**src/rtl/pixel_port_arbiter.sv**
```systemverilog
// Round-robin arbiter sharing the VGA adapter pixel write port among burst drawers.
// Optional off-screen clipping is enabled with `define PIXEL_ARB_CLIP_EN.
module pixel_port_arbiter #(
  parameter int unsigned NREQ          = 4,
  parameter int unsigned XW            = 9,
  parameter int unsigned YW            = 8,
  parameter int unsigned CW            = 3,
  parameter int unsigned X_MAX         = 319,
  parameter int unsigned Y_MAX         = 239,
  parameter int unsigned MAX_BURST_CYC = 1024
) (
  input  logic               clk,
  input  logic               resetn,
  input  logic [NREQ-1:0]    req,
  input  logic               hold,
  input  logic [NREQ-1:0]    pix_valid,
  input  logic [NREQ-1:0]    pix_last,
  input  logic [NREQ*XW-1:0] pix_x,
  input  logic [NREQ*YW-1:0] pix_y,
  input  logic [NREQ*CW-1:0] pix_colour,
  input  logic [NREQ-1:0]    blackout,
  output logic [NREQ-1:0]    pix_ready,
  output logic [NREQ-1:0]    grant,
  output logic [XW-1:0]      X,
  output logic [YW-1:0]      Y,
  output logic [CW-1:0]      colour,
  output logic               plot,
  output logic [NREQ-1:0]    burst_done,
  output logic               timeout_err
);

  localparam int unsigned IW       = (NREQ > 1) ? $clog2(NREQ) : 1;
  localparam int unsigned WDW      = (MAX_BURST_CYC > 1) ? $clog2(MAX_BURST_CYC) : 1;
  localparam logic [WDW-1:0] WD_LIMIT = WDW'(MAX_BURST_CYC - 1);
`ifdef PIXEL_ARB_CLIP_EN
  localparam bit CLIP_EN = 1'b1;
`else
  localparam bit CLIP_EN = 1'b0;
`endif

  typedef enum logic [0:0] {
    S_IDLE  = 1'b0,
    S_BURST = 1'b1
  } state_e;

  state_e            state_q, state_d;
  logic [NREQ-1:0]   grant_q, grant_d;
  logic [IW-1:0]     gidx_q, gidx_d;
  logic [IW-1:0]     ptr_q, ptr_d;
  logic [WDW-1:0]    wd_q, wd_d;
  logic [XW-1:0]     x_q, x_d;
  logic [YW-1:0]     y_q, y_d;
  logic [CW-1:0]     col_q, col_d;
  logic              plot_q, plot_d;
  logic [NREQ-1:0]   done_q, done_d;
  logic              tmo_q, tmo_d;

  logic              sel_found;
  logic [IW-1:0]     sel_idx;
  int unsigned       cand;
  logic [XW-1:0]     beat_x;
  logic [YW-1:0]     beat_y;
  logic [CW-1:0]     beat_c;
  logic              accept;
  logic              last_acc;
  logic              on_screen;
  logic              visible;
  logic [IW-1:0]     ptr_next;

  // Round-robin search starting at the pointer, wrapping around
  always_comb begin
    sel_found = 1'b0;
    sel_idx   = '0;
    cand      = 0;
    for (int unsigned i = 0; i < NREQ; i++) begin
      cand = (32'(ptr_q) + i) % NREQ;
      if (!sel_found && req[IW'(cand)]) begin
        sel_found = 1'b1;
        sel_idx   = IW'(cand);
      end
    end
  end

  // Beat selection from the granted lane
  always_comb begin
    beat_x    = pix_x[gidx_q*XW +: XW];
    beat_y    = pix_y[gidx_q*YW +: YW];
    beat_c    = pix_colour[gidx_q*CW +: CW];
    accept    = (state_q == S_BURST) && pix_valid[gidx_q];
    last_acc  = accept && pix_last[gidx_q];
    on_screen = (beat_x <= XW'(X_MAX)) && (beat_y <= YW'(Y_MAX));
    visible   = !CLIP_EN || on_screen;
    ptr_next  = (gidx_q == IW'(NREQ - 1)) ? '0 : gidx_q + IW'(1);
  end

  assign pix_ready = (state_q == S_BURST) ? grant_q : '0;

  always_comb begin
    state_d = state_q;
    grant_d = grant_q;
    gidx_d  = gidx_q;
    ptr_d   = ptr_q;
    wd_d    = wd_q;
    x_d     = x_q;
    y_d     = y_q;
    col_d   = col_q;
    plot_d  = 1'b0;
    done_d  = '0;
    tmo_d   = 1'b0;
    case (state_q)
      S_IDLE: begin
        if (!hold && sel_found) begin
          grant_d = NREQ'(1) << sel_idx;
          gidx_d  = sel_idx;
          wd_d    = '0;
          state_d = S_BURST;
        end
      end
      S_BURST: begin
        wd_d = wd_q + WDW'(1);
        if (accept && visible) begin
          x_d    = beat_x;
          y_d    = beat_y;
          col_d  = blackout[gidx_q] ? '0 : beat_c;
          plot_d = 1'b1;
        end
        if (last_acc) begin
          done_d  = grant_q;
          ptr_d   = ptr_next;
          grant_d = '0;
          state_d = S_IDLE;
        end else if (wd_q == WD_LIMIT) begin
          // Watchdog abort; a beat accepted this cycle was still written above
          tmo_d   = 1'b1;
          ptr_d   = ptr_next;
          grant_d = '0;
          state_d = S_IDLE;
        end
      end
      default: state_d = S_IDLE;
    endcase
  end

  always_ff @(posedge clk or negedge resetn) begin
    if (!resetn) begin
      state_q <= S_IDLE;
      grant_q <= '0;
      gidx_q  <= '0;
      ptr_q   <= '0;
      wd_q    <= '0;
      x_q     <= '0;
      y_q     <= '0;
      col_q   <= '0;
      plot_q  <= 1'b0;
      done_q  <= '0;
      tmo_q   <= 1'b0;
    end else begin
      state_q <= state_d;
      grant_q <= grant_d;
      gidx_q  <= gidx_d;
      ptr_q   <= ptr_d;
      wd_q    <= wd_d;
      x_q     <= x_d;
      y_q     <= y_d;
      col_q   <= col_d;
      plot_q  <= plot_d;
      done_q  <= done_d;
      tmo_q   <= tmo_d;
    end
  end

  assign grant       = grant_q;
  assign X           = x_q;
  assign Y           = y_q;
  assign colour      = col_q;
  assign plot        = plot_q;
  assign burst_done  = done_q;
  assign timeout_err = tmo_q;

endmodule

```
**config.mk**
```make
export PLATFORM = sky130hd
export DESIGN_NAME = pixel_port_arbiter
export DESIGN_NICKNAME = d
export VERILOG_FILES = /design/src/rtl/pixel_port_arbiter.sv
export SDC_FILE = /design/constraint.sdc
export NUM_CORES = 1
export LEC_CHECK = 0
export CAP_MARGIN = 20
export CORE_MARGIN = 10
export CORE_UTILIZATION = 40
export DETAILED_ROUTE_END_ITERATION = 6
export HOLD_SLACK_MARGIN = 0.06
export PLACE_DENSITY_LB_ADDON = 0.25
export SKIP_CTS_REPAIR_TIMING = 1
export SLEW_MARGIN = 20
export SYNTH_ARGS = -nofsm -noshare
export SYNTH_HDL_FRONTEND = slang
export SYNTH_SLANG_ARGS = --single-unit
export TNS_END_PERCENT = 10
```
**constraint.sdc**
```tcl
create_clock -name clk -period 2.52 [get_ports clk]
set_input_delay 0.504 -clock clk [delete_from_list [all_inputs] [get_ports clk]]
set_output_delay 0.504 -clock clk [all_outputs]
set_load 0.01 [all_outputs]
```
# Word-level counts from Yosys, hierarchy flattened
# Cells that the tools add are included.
# op_classes
add_sub_neg	5
n_mul	2
magnitude_cmp	5
eq_ne	4
n_shift	4
mux	44
n_bitwise	1
n_reduce_logical	15
# op_table
operator	count
indexed part select 36 x 7 -> 9 bit	1
indexed part select 32 x 6 -> 8 bit	1
two-way mux 4 bit	6
case mux 10 bit (2 select lines)	1
two-way mux 1 bit	19
less-than comparator 2 x 3 -> 1 bit, second input constant	5
binary-select mux 1 bit (select 2 bit)	7
two-way mux 2 bit	7
indexed part select 12 x 5 -> 3 bit	1
adder 10 x 1 -> 10 bit, second input constant	1
== test 10 bit, second input constant	1
two-way mux 10 bit	1
case mux 4 bit (2 select lines)	1
AND reduction 2 bit	4
logical AND 1 bit	6
multiplier 2 x 4 -> 6 bit, second input constant	1
adder 2 x 1 -> 2 bit, second input constant	2
adder 2 bit, second input constant	2
zero test 1 bit	4
multiplier 2 x 2 -> 4 bit, second input constant	1
left shift 1 x 2 -> 4 bit, first input constant	1
two-way mux 3 bit	1
inequality test 3 x 1 -> 1 bit, second input constant	1
== test 2 bit, second input constant	1
4 further kinds	4
# totals
ff_bits	45
in_bits	99
word_cells	91

# Longest topological paths before layout
# depth
word_depth	15
mapped_depth	6
ltp_nobuf	5

# Least setup slack after synthesis
# No wires, ideal clock.
# synth_timing
path_type	reg-to-reg
start	register gidx_q[0]
end	register ptr_q[0]
arrival_time_ns	1.664
required_ns	2.395
setup_slack_ns	0.731
stages_incl_launch_ff	6
n_path_buf	1
synth_period_minus_slack_ns	1.789
cell_sequence	dfrtp_1 > buf_6 > mux4_2 > a32o_2 > nand2_4 > mux2_4
# synth_via
elab_chain_cells	6
# synth_lines
item	line_no	source
start, declared	48	logic [IW-1:0] gidx_q, gidx_d;
start signal, assigned	160	gidx_q <= gidx_d;
binary-select mux 1 bit (select 2 bit)	89	accept = (state_q == S_BURST) && pix_valid[gidx_q];
two-way mux 1 bit (implied by the code)	89	
logical AND 1 bit	89	
logical AND 1 bit	90	last_acc = accept && pix_last[gidx_q];
nonzero test 2 bit (no line)	n/a	
AND reduction 2 bit (no line)	n/a	
end signal, assigned	161	ptr_q <= ptr_d;
end, declared	49	logic [IW-1:0] ptr_q, ptr_d;
# Parallel ways exist; a longest one is shown, timed or not. The select of a mux whose other input is x is not followed.
# A chain may end at the register's enable or synchronous reset.

# Worst setup path after layout
# layout_timing
start	input req[0]
end	register grant_q[3] (netlist: grant[3])
# layout_via
elab_chain_cells	15
# layout_lines
item	line_no	source
start, declared	14	input logic [NREQ-1:0] req,
binary-select mux 1 bit (select 2 bit)	77	if (!sel_found && req[IW'(cand)]) begin
two-way mux 1 bit (implied by the code)	77	
two-way mux 1 bit	77	
zero test 1 bit	77	
logical AND 1 bit	77	
two-way mux 1 bit	77	
zero test 1 bit	77	
logical AND 1 bit	77	
two-way mux 1 bit	77	
zero test 1 bit	77	
logical AND 1 bit	77	
two-way mux 2 bit / two-way mux 1 bit (equally long branches)	77	
left shift 1 x 2 -> 4 bit / logical AND 1 bit (equally long branches)	113, 112	
two-way mux 4 bit / inequality test 2 bit (equally long branches)	n/a	
case mux 4 bit (2 select lines) / AND reduction 2 bit (equally long branches)	n/a	
end signal, assigned	159	grant_q <= grant_d;
end, declared	47	logic [NREQ-1:0] grant_q, grant_d;
# Parallel ways exist; a longest one is shown, timed or not. The select of a mux whose other input is x is not followed.

==> summary.md <==
| Metric | Value |
|---|---|
| Post-synth EDFFs | `0` |
| Bufs on Longest Clock Path | `2` |
| Post-synth top cells | `dfrtp_1 (45), mux2_2 (18), mux4_2 (16)` |
| Sequential power share | `31.8%` |
| Initial antenna violation count | `0` |
| First-pass GRT wire length | `11.8 mm` |
| Gr usage total | `14.8%` |
| Reg2Reg Launch Point | `gidx_q[0]` |
| Ant. Diodes | `0` |
| Sw Ratio | `34.1%` |
| DRT Wirelength | `7.56 mm` |
| End of the critical path | `grant[3]` |
| Die area | `9990 um^2` |
| Switch Pwr | `1.32 mW` |
| Hold Worst Slack | `0.191 ns` |
| Final nets | `417` |
| Number of H-tree levels | `2` |
| TritonCTS buffer count | `5` |
| #FFs+latches synth | `45` |
| Final setup fails | `0` |
| Port bufs | `132` |
| Worst rel slew slack | `60.2%` |
| Critical path class | `in2reg` |
| Post-synthesis sequential area ratio | `44.1%` |
| RR Endpoint | `Y[6]` |
| Die width | `99.9 um` |
| Post-route cell area | `4010 um^2` |
| Max Freq | `513 MHz` |
| Critical Path RT | `2.76 ns` |
| Num Clock Sinks | `45` |
| Vias per cell | `5.29` |
| Hold Crit Class | `in2async` |
| Synth top area share | `44.1%` |
| Fin Clk Skew | `0.00590 ns` |
| Drt first pass iters | `4` |
| CTS tree | `built` |
| Crit end category | `flop` |
| Synthesized instance count | `185` |
| Max Slew Vio Count | `0` |
| Worst path arrival time | `2.19 ns` |
| CP Max Fanout | `10` |
| Int Power | `2.54 mW` |
| IO Pins | `133` |
| DPL Wire Length | `6.12 mm` |
| Max Cap Violations | `0` |
| Syn_area_per_cell | `13.8 um^2` |
| Post-synth top flop | `dfrtp_1` |
| Start point of the critical path | `req[0]` |
| Combinational power share | `55.3%` |
| Static Leak | `1.62 nW` |
| Total grt overflow | `0` |
| Vias in the first global route | `2244` |
| Reg-to-reg setup timing slack | `0.66 ns` |
| DRT antenna net count | `0` |
| DR vias | `2086` |
| Share of synthesized flip-flops with an asynchronous set or reset | `100%` |
| Initial DRC count | `56` |
| Clk pwr share | `13.0%` |
| DP Cell Count | `386` |
| Yosys warns | `0` |
| Final Hold Violating Endpoints | `0` |
| Max VDD drop | `0.000520 V` |
| Core ar. | `6280 um^2` |
| Clock transition at path regs | `0.09 ns` |
| Pin count of the biggest net entering global routing | `46` |
| Distinct cells, synth | `42` |
| Final Non-Filler Cells | `394` |
| Initial Util | `40.7%` |
| Drt drc | `0` |
| Setup TNS | `0 ns` |
| Cell with the most instances after synthesis | `dfrtp_1` |
| Worst Max-Slew Pin Slew | `0.593 ns` |
| Cell area after synthesis | `2560 um^2` |
| Root Buffer Master | `clkbuf_8` |
| Synth area leader | `dfrtp_1` |
| Synth-to-Final Area Change | `56.9%` |
| Status | `finished clean` |
| Die height | `99.9 um` |
| Top post-synthesis cells by area | `dfrtp_1 (44%), mux4_2 (14%), mux2_2 (7.9%)` |
| Placed Area | `3910 um^2` |
| Design Power | `3.86 mW` |
| Syn_nets | `286` |
| Worst-Skew Late Latency | `0.30 ns` |
| CP startpoint kind | `input pin` |
| PD cells | `962 nW/um^2` |
| RSZ-0062 raised after global routing | `no` |
| Final Critical Period | `1.95 ns` |
| Final worst-path cycle share | `77.4%` |
| Reg2reg path depth | `3` |
| Layout cells sized above 1 | `17.0%` |
| Routability cong. | `0.793` |
| Drt wl/cell | `19.2 um` |
| Num rows | `29` |
-- placed cells by master, fill, tap and decap left out, types with 2 or more instances in the layout --
cell type and n:
buf_4 5, inv_1 4, nand2_1 7, ha_1 2, mux2_2 18, a21oi_1 5, clkbuf_8 7, nand2b_1 4
o32ai_1 2, mux4_1 7, mux4_2 16, a22o_1 4, nor2_1 5, o21ai_0 6, xnor2_1 3, o211ai_1 2
mux2_4 2, nand2_4 2, nor3_1 2, a32o_1 2, and4_1 2, nand4_1 4, and2_1 8, dfrtp_1 45
o31ai_1 2, nand3_1 5, clkdlybuf4s50_1 131
-- flip-flops by register name, summed over array words and instances, names as in the netlist --
| signal | flops |
|---|---|
| X | 9 |
| state_q | 1 |
| burst_done | 4 |
| plot | 1 |
| gidx_q | 2 |
| Y | 8 |
| grant | 4 |
| ptr_q | 2 |
| timeout_err | 1 |
| colour | 3 |
| wd_q | 10 |
-- how the worst min path moves through the flow --
stage                     cells after the start   endpoint  startpoint  slack (ns)
after global routing                          1    wd_q[1]      resetn        0.23
after detailed placement                      2  colour[2]   colour[2]        0.48
after global placement                        2  colour[1]   colour[1]        0.47
after floorplan                               0       X[0]      resetn        0.21
final                                         1    wd_q[1]      resetn        0.19
after CTS                                     1    wd_q[1]      resetn        0.40
-- logic make-up (layout without fill, tap and decap cells) --
family,count (synthesis),count (layout),synth area share (%)
buf+inv,16,148,4.21
flops,45,45,44.1
xor+xnor,4,4,1.37
compound gates,30,30,8.52
fa+ha+maj,2,2,0.979
mux,45,45,31.2
simple gates,43,43,9.64
-- per-layer routing --
| metal | GRT usage, % | part of all wire, % | vias up |
|---|---|---|---|
| met5 | 0 | 0 | - |
| met4 | 4.30 | 1.9 | 0 |
| met3 | 5.56 | 7.5 | 10 |
| met2 | 25.4 | 52 | 77 |
| met1 | 16.6 | 38 | 1014 |
| li1 | - | - | 985 |
-- worst max-delay path: stages --
cell and delay, ns:
clkdlybuf4s50_1 0.48, nor4_1 0.50, or3_1 0.37, a21o_1 0.20, a32o_1 0.13
-- through the flow --
step                      worst slack (ns)  util, %
final                                0.569     63.9
after global routing                 0.396     63.9
after CTS                            0.568     63.8
after detailed placement             0.264     62.2
after global placement               0.308     62.2
after floorplan                      0.731        -
-- area by class of cell --
class                      count  area, um^2
clock inverter                 1        5.00
inverter                       4        15.0
timing repair buffer         136        1350
tap                           77        96.3
fill                         525        2270
clock buffer                   7        96.3
multi-input combinational    124        1320
sequential                    45        1130
-- power by group through the flow --
stage	registers [mW]	clock network, mW	logic (mW)
3_3_place_gp	1.23	0	2.13
5_1_grt	1.28	0.538	2.31
3_5_place_dp	1.24	0	2.17
4_1_cts	1.23	0.505	2.17
2_1_floorplan	1.28	0	1.31
6_report	1.23	0.501	2.13
Power figures use the tool's default switching activity.
